`src/rtl/mul_sequencer_if.sv`:
```
// Handshake and shared-adder bus between the operand/control side, the Add unit
// and the mul_sequencer multiplier controller.
interface mul_sequencer_if #(
  parameter int unsigned WIDTH = 8
);
  logic               START;
  logic [WIDTH-1:0]   DATA1;
  logic [WIDTH-1:0]   DATA2;
  logic [WIDTH-1:0]   ADD_A;
  logic [WIDTH-1:0]   ADD_B;
  logic [WIDTH-1:0]   ADD_RESULT;
  logic               ADD_REQ;
  logic               BUSY;
  logic               DONE;
  logic [2*WIDTH-1:0] PRODUCT;

  // Requester / ALU side: issues operands, owns the Add unit result.
  modport master (
    output START, DATA1, DATA2, ADD_RESULT,
    input  ADD_A, ADD_B, ADD_REQ, BUSY, DONE, PRODUCT
  );

  // The multiplier controller itself.
  modport slave (
    input  START, DATA1, DATA2, ADD_RESULT,
    output ADD_A, ADD_B, ADD_REQ, BUSY, DONE, PRODUCT
  );
endinterface

```
`src/rtl/mul_sequencer.sv`:
```
// Unsigned WIDTH x WIDTH shift-add multiplier that borrows the ALU's shared
// Add unit for WIDTH iterations and produces a 2*WIDTH-bit product.
module mul_sequencer #(
  parameter int unsigned WIDTH = 8,
  parameter int unsigned CNT_W = 3
) (
  input  logic          CLK,
  input  logic          RESET_N,
  mul_sequencer_if.slave bus
);

  typedef enum logic [1:0] {
    S_IDLE,
    S_CALC,
    S_DONE
  } state_t;

  state_t               state, state_n;
  logic [CNT_W-1:0]     cnt, cnt_n;
  logic [WIDTH-1:0]     p_hi, p_hi_n;
  logic [WIDTH-1:0]     p_lo, p_lo_n;
  logic [WIDTH-1:0]     m, m_n;
  logic [2*WIDTH-1:0]   product, product_n;

  logic [WIDTH-1:0]     add_a, add_b;
  logic                 add_req, busy, done, carry;

  always_ff @(posedge CLK or negedge RESET_N) begin
    if (!RESET_N) begin
      state   <= S_IDLE;
      cnt     <= '0;
      p_hi    <= '0;
      p_lo    <= '0;
      m       <= '0;
      product <= '0;
    end else begin
      state   <= state_n;
      cnt     <= cnt_n;
      p_hi    <= p_hi_n;
      p_lo    <= p_lo_n;
      m       <= m_n;
      product <= product_n;
    end
  end

  always_comb begin
    state_n   = state;
    cnt_n     = cnt;
    p_hi_n    = p_hi;
    p_lo_n    = p_lo;
    m_n       = m;
    product_n = product;
    add_a     = '0;
    add_b     = '0;
    add_req   = 1'b0;
    busy      = 1'b1;
    done      = 1'b0;
    carry     = 1'b0;

    case (state)
      S_IDLE: begin
        busy = 1'b0;
        if (bus.START) begin
          m_n     = bus.DATA1;
          p_lo_n  = bus.DATA2;
          p_hi_n  = '0;
          cnt_n   = '0;
          state_n = S_CALC;
        end
      end

      S_CALC: begin
        add_req = 1'b1;
        add_a   = p_hi;
        add_b   = m;
        // The Add unit has no carry-out, so recover it from the operand and sum MSBs.
        carry = (p_hi[WIDTH-1] & m[WIDTH-1]) |
                ((p_hi[WIDTH-1] | m[WIDTH-1]) & ~bus.ADD_RESULT[WIDTH-1]);
        if (p_lo[0]) begin
          {p_hi_n, p_lo_n} = {carry, bus.ADD_RESULT, p_lo[WIDTH-1:1]};
        end else begin
          {p_hi_n, p_lo_n} = {1'b0, p_hi, p_lo[WIDTH-1:1]};
        end
        if (cnt == CNT_W'(WIDTH - 1)) begin
          product_n = {p_hi_n, p_lo_n};
          state_n   = S_DONE;
        end else begin
          cnt_n = cnt + 1'b1;
        end
      end

      S_DONE: begin
        done    = 1'b1;
        state_n = S_IDLE;
      end

      default: begin
        state_n = S_IDLE;
      end
    endcase
  end

  assign bus.ADD_A   = add_a;
  assign bus.ADD_B   = add_b;
  assign bus.ADD_REQ = add_req;
  assign bus.BUSY    = busy;
  assign bus.DONE    = done;
  assign bus.PRODUCT = product;

endmodule

```
`src/flat_wrapper.sv`:
```
// flat-port wrapper written by rule: the top's interface ports become plain ports
module mul_sequencer_flat 
#(
  parameter int unsigned WIDTH = 8,
  parameter int unsigned CNT_W = 3
)
  (CLK, RESET_N, bus_START, bus_DATA1, bus_DATA2, bus_ADD_RESULT, bus_ADD_A, bus_ADD_B, bus_ADD_REQ, bus_BUSY, bus_DONE, bus_PRODUCT);
  mul_sequencer_if #(.WIDTH(WIDTH)) bus_i ();
  input  logic CLK;
  input  logic RESET_N;
  input wire logic [$bits(bus_i.START)-1:0] bus_START;
  input wire logic [$bits(bus_i.DATA1)-1:0] bus_DATA1;
  input wire logic [$bits(bus_i.DATA2)-1:0] bus_DATA2;
  input wire logic [$bits(bus_i.ADD_RESULT)-1:0] bus_ADD_RESULT;
  output wire logic [$bits(bus_i.ADD_A)-1:0] bus_ADD_A;
  output wire logic [$bits(bus_i.ADD_B)-1:0] bus_ADD_B;
  output wire logic [$bits(bus_i.ADD_REQ)-1:0] bus_ADD_REQ;
  output wire logic [$bits(bus_i.BUSY)-1:0] bus_BUSY;
  output wire logic [$bits(bus_i.DONE)-1:0] bus_DONE;
  output wire logic [$bits(bus_i.PRODUCT)-1:0] bus_PRODUCT;
  assign bus_i.START = bus_START;
  assign bus_i.DATA1 = bus_DATA1;
  assign bus_i.DATA2 = bus_DATA2;
  assign bus_i.ADD_RESULT = bus_ADD_RESULT;
  assign bus_ADD_A = bus_i.ADD_A;
  assign bus_ADD_B = bus_i.ADD_B;
  assign bus_ADD_REQ = bus_i.ADD_REQ;
  assign bus_BUSY = bus_i.BUSY;
  assign bus_DONE = bus_i.DONE;
  assign bus_PRODUCT = bus_i.PRODUCT;
  mul_sequencer #(.WIDTH(WIDTH), .CNT_W(CNT_W)) u_core (.CLK(CLK), .RESET_N(RESET_N), .bus(bus_i));
endmodule
```
`config.mk`:
```
export PLATFORM = sky130hd
export DESIGN_NAME = mul_sequencer_flat
export DESIGN_NICKNAME = d
export VERILOG_FILES = /design/src/rtl/mul_sequencer_if.sv /design/src/rtl/mul_sequencer.sv /design/src/flat_wrapper.sv
export SDC_FILE = /design/constraint.sdc
export NUM_CORES = 1
export LEC_CHECK = 0
export BUFFER_PORTS_ARGS = -buffer_cell sky130_fd_sc_hd__buf_2
export CAP_MARGIN = 20
export CORE_MARGIN = 4
export CORE_UTILIZATION = 46
export CTS_CLUSTER_DIAMETER = 30
export DETAILED_ROUTE_END_ITERATION = 12
export GPL_TIMING_DRIVEN = 0
export PLACE_DENSITY_LB_ADDON = 0.12
export SETUP_SLACK_MARGIN = 0.02
export SLEW_MARGIN = 10
export SYNTH_ARGS = -nofsm -noshare
export SYNTH_HDL_FRONTEND = slang
export SYNTH_SLANG_ARGS = --single-unit
```
`constraint.sdc`:
```
create_clock -name CLK -period 1.35 [get_ports CLK]
set_input_delay 0.0675 -clock CLK [delete_from_list [all_inputs] [get_ports CLK]]
set_output_delay 0.0675 -clock CLK [all_outputs]
set_load 0.01 [all_outputs]
```
# Word level (Yosys, flattened, before mapping)
# Cells that the tools add are included.
classes:
  n_mux: 17
  eq_ne: 6
  reduce_logical: 7
  addsub: 1
  bitwise: 5
ops:
  columns: ["op", "n"]
  rows:
  - ["8-bit two-way mux", 6]
  - ["8-bit one-hot mux with 2 select lines", 2]
  - ["2-bit AND reduction", 4]
  - ["3-bit two-way mux", 2]
  - ["3-bit one-hot mux with 2 select lines", 1]
  - ["2-bit two-way mux", 2]
  - ["2-bit != test, second input constant", 2]
  - ["2-bit one-hot mux with 2 select lines", 1]
  - ["3-bit by 1-bit adder with 3-bit output, second input constant", 1]
  - ["3-bit == test, second input constant", 1]
  - ["1-bit two-way mux", 3]
  - ["3-bit AND reduction", 1]
  - ["1-bit bitwise AND", 2]
  - ["2-bit by 1-bit == test with 1-bit output, second input constant", 1]
  - ["2-bit == test, second input constant", 1]
  - ["2-bit zero test", 1]
  - ["2-bit by 1-bit != test with 1-bit output, second input constant", 1]
  - ["1-bit OR", 2]
  - ["2-bit nonzero test", 1]
  - ["1-bit NOT", 1]
word_totals:
  word_cells: 42
  output_inout_bits: 35
  regBits: 45

# Longest topological paths before layout
depth:
  depth_word: 5
  ltp_mapped: 6
  ltp_nobuf: 5

# Worst setup path before layout
# Ideal clock, no wire load.
synth_timing:
  path_type: "register -> register"
  startpoint: "register u_core.cnt[0]"
  endpoint: "register u_core.cnt[0]"
  path_slack_ns: -0.144
  arrival_time_ns: 1.369
  synth_period_minus_slack_ns: 1.494
  n_path_buf: 0
  stages_incl_launch_ff: 6
  setup_ns: 0.125
  cell_sequence: "dfrtp_1 -> ha_1 -> ha_1 -> nor3b_4 -> nor2_2 -> mux2_4"
synth_via:
  elab_chain_len: 3
  elab_cells_between_ends: 6
synth_lines:
  columns: ["element", "line", "text"]
  rows:
  - ["start, declared", "mul_sequencer.sv:19", "logic [CNT_W-1:0] cnt, cnt_n;"]
  - ["start signal, assigned", "mul_sequencer.sv:38", "cnt <= cnt_n;"]
  - ["3-bit by 1-bit adder with 3-bit output / 3-bit == test (equally long branches)", "mul_sequencer.sv:88, mul_sequencer.sv:84", null]
  - ["3-bit two-way mux / 2-bit != test (equally long branches)", null, null]
  - ["3-bit one-hot mux with 2 select lines / 3-bit AND reduction (equally long branches)", null, null]
# Parallel ways exist; a longest one is shown, timed or not. The select of a mux whose other input is x is not followed.
# A chain may end at the register's enable or synchronous reset.

# Worst setup path in the final report
layout_timing:
  startpoint: "register u_core.state[1]"
  endpoint: "output bus_BUSY"
layout_via:
  elab_chain_len: 2
layout_lines:
  columns: ["element", "line", "text"]
  rows:
  - ["start, declared", "mul_sequencer.sv:18", "state_t state, state_n;"]
  - ["start signal, assigned", "mul_sequencer.sv:37", "state <= state_n;"]
  - ["2-bit zero test", "mul_sequencer.sv:60", "case (state)"]
  - ["1-bit two-way mux", "mul_sequencer.sv:60", null]
  - ["end, declared", "flat_wrapper.sv:18", "output wire logic [$bits(bus_i.BUSY)-1:0] bus_BUSY;"]
# No other way between the ends.

==> impl_metrics.tcl <==
set metrics [dict create \
    area_growth_pct 55.5 \
    relSlewSlack 0.776 \
    reg2reg_to "u_core.cnt[0]$_DFFE_PN0P_" \
    syn_area_per_cell_um2 11.9 \
    synth_common_cells "dfrtp_1 (45), nand2_1 (23), and2_1 (17)" \
    ff2ff_setup_slack_ps -110 \
    hp-class "input pin to register" \
    post_dp_cell_area_um2 2490 \
    die-area_um2 5740 \
    grt_pass1_wl_mm 8.11 \
    rsz0062_at_grt "true" \
    crit_arrival_ps 1400 \
    core_area_um2 4410 \
    start_util 0.479 \
    yosys_warnings 0 \
    totalWireLength_mm 5.42 \
    antenna_found_initial 0 \
    gp_congestion 0.745 \
    cts.path.max_buffers 2 \
    power_mw 7.93 \
    rows 24 \
    grt_start_max_net_pins 46 \
    violations "negative setup slack" \
    drt_first_pass_iters 4 \
    async_flop_share 1.00 \
    synth.top_cell.area_share 0.533 \
    fmax_mhz 683 \
    ys_seq_elements 45 \
    hpwl_mm 3.11 \
    nets 307 \
    overflow 0 \
    worstMarginPinSlew_ps 326 \
    fp.dieH_um 75.8 \
    hold_violations 0 \
    drtIter0Drc 85 \
    slew_violations 0 \
    ys_top_cells_by_area "dfrtp_1 (53%), mux2_2 (5.3%), and2_1 (5.0%)" \
    power.density_nw_per_um2 2410 \
    track_usage 0.190 \
    antenna_cells 0 \
    synthFlopType "dfrtp_1" \
    syn_area_um2 2110 \
    worstSetupEndpoint "bus_BUSY" \
    fillers 308 \
    clock_skew_ps 4.49 \
    cts_made_buffers 5 \
    p_leak_nw 1.64 \
    synth_fp_nets 206 \
    outcome "finished with violations" \
    end_kind "output port" \
    synth_most_common_cell "dfrtp_1" \
    clock_sinks 45 \
    clockRootBuffer "clkbuf_8" \
    finalCritPeriodShare 1.08 \
    fin_area_um2 3290 \
    period_needed_ps 1460 \
    portBuffers 60 \
    setup_violations 43 \
    synth-edff-count 0 \
    worstPathRequired_ps 1280 \
    grt_pass1_vias 1707 \
    cts.clk_slew.worst_paths_ps 80 \
    min_from "bus_ADD_RESULT[0]" \
    crit_start "u_core.state[1]$_DFFE_PN0P_" \
    cp-start-kind "register" \
    vias 1706 \
    vdd_drop_max_v 0.00128 \
    die_w_um 75.8 \
    ys_seq_area_frac 0.533 \
    ant_nets 0 \
    cts_tree "built" \
    setup_tns_ps -2480 \
    crit_type "register to output port" \
    ios 62 \
    wl_per_cell_um 16.4 \
    drv_cap 0 \
    timing.rr.start "u_core.cnt[1]$_DFFE_PN0P_" \
    synthesis.instances 177 \
    drive_above_1_share 0.627 \
    worst-path-max-fanout 4 \
    clock_latency_ps 300 \
    vias_per_cell 5.15 \
    yosysTopAreaCell "dfrtp_1" \
    synth_cell_types 29 \
    r2r_cells 5 \
    htreeDepth 2 \
    place_ws_ps -154 \
    drc 0 \
    finalWorstSetupSlack_ps -113 \
]
cells in the final DEF (no fill, tap or decap), drive strengths merged:
cell         Yosys  final
nor2b            1      1
a22o             2      2
a32o             1      1
o21bai           1      2
or2              1      1
nand3b           1      1
maj3             1      1
nor2             1      1
dlygate4sd3      0      9
and2            17     17
inv              5      5
mux2            15     15
dfrtp           45     45
o21ai           16     16
buf              9     93
and3b            7      7
a221oi           1      1
ha               2      2
a21oi            7      7
clkbuf           1      8
mux2i            8      8
a31o             1      1
o22ai            7      7
nor3b            3      3
clkinv           0      1
nand2           23     23
nand2b           1      1
layout make-up:
cell class              instances  area [µm²]  area share
clock buffers                   7        96.3      0.0293
multi-input cells             118        1100       0.335
inverters                       5        26.3     0.00800
plain buffers                   9         105      0.0320
repair buffers                 94         759       0.231
well taps                      52        65.1      0.0198
flip-flops and latches         45        1130       0.343
clock inverters                 1        5.00     0.00152
metrics by stage:
step / utilization / hold slack [ps] / cells
after CTS: 0.690 / 0.372 / 326
final: 0.744 / 88.6 / 331
after global placement: 0.565 / 286 / 289
after floorplan: - / -228 / 177
after global routing: 0.744 / 123 / 331
after detailed placement: 0.565 / 286 / 289
how the worst min path moves through the flow:
stage          cells after the start                           endpoint  slack, ps
2_1_floorplan                      0  u_core.bus.PRODUCT[0]$_DFFE_PN0P_       -230
3_3_place_gp                       1  u_core.bus.PRODUCT[3]$_DFFE_PN0P_        290
3_5_place_dp                       1  u_core.bus.PRODUCT[3]$_DFFE_PN0P_        290
4_1_cts                            2            u_core.m[4]$_DFFE_PN0P_        0.4
5_1_grt                            3  u_core.bus.PRODUCT[9]$_DFFE_PN0P_        120
6_report                           3  u_core.bus.PRODUCT[7]$_DFFE_PN0P_         90
routing by layer:
metal  GRT usage  vias up  routed length, µm
li1            -      813                  -
met5           0        -                  0
met3      0.0501       11                250
met2       0.308       41               2790
met4      0.0835        0                117
met1       0.238      841               2260
registers in the layout (all words and copies together), names as in the netlist:
signal / flops
u_core.cnt: 3
u_core.p_lo: 8
u_core.state: 2
u_core.bus.PRODUCT: 16
u_core.m: 8
u_core.p_hi: 8
worst max-delay path, stage by stage (launching register included):
cell	delay, ps
dfrtp_2	450
buf_4	150
clkbuf_8	130
or2_4	250
buf_6	120
cells by family after synthesis:
kind of cell               after synthesis  share of synthesized area
DFF                                     45                      0.533
buffers and inverters                   15                     0.0474
muxes                                   23                      0.127
and+or+nand+nor                         55                      0.168
adders and majority gates                3                     0.0166
AOI/OAI and AO/OA                       36                      0.108
timing repair:
item | CTS | global route
hold buffers | 7 | 2
pin swaps | 20 | 5
cloned | 1 | 1
hold endpoints to repair | 51 | 2
buffers inserted | 21 | 2
gates resized for setup | 54 | 43
setup endpoints to repair | 46 | 57
report_power, final:
group          switching (mW)  total [mW]  internal (mW)  leakage (nW)
combinational            1.89        4.55           2.66          1.03
clock                   0.459       0.922          0.463        0.0542
sequential              0.475        2.46           1.99         0.556
(Power assumes the default switching activity.)
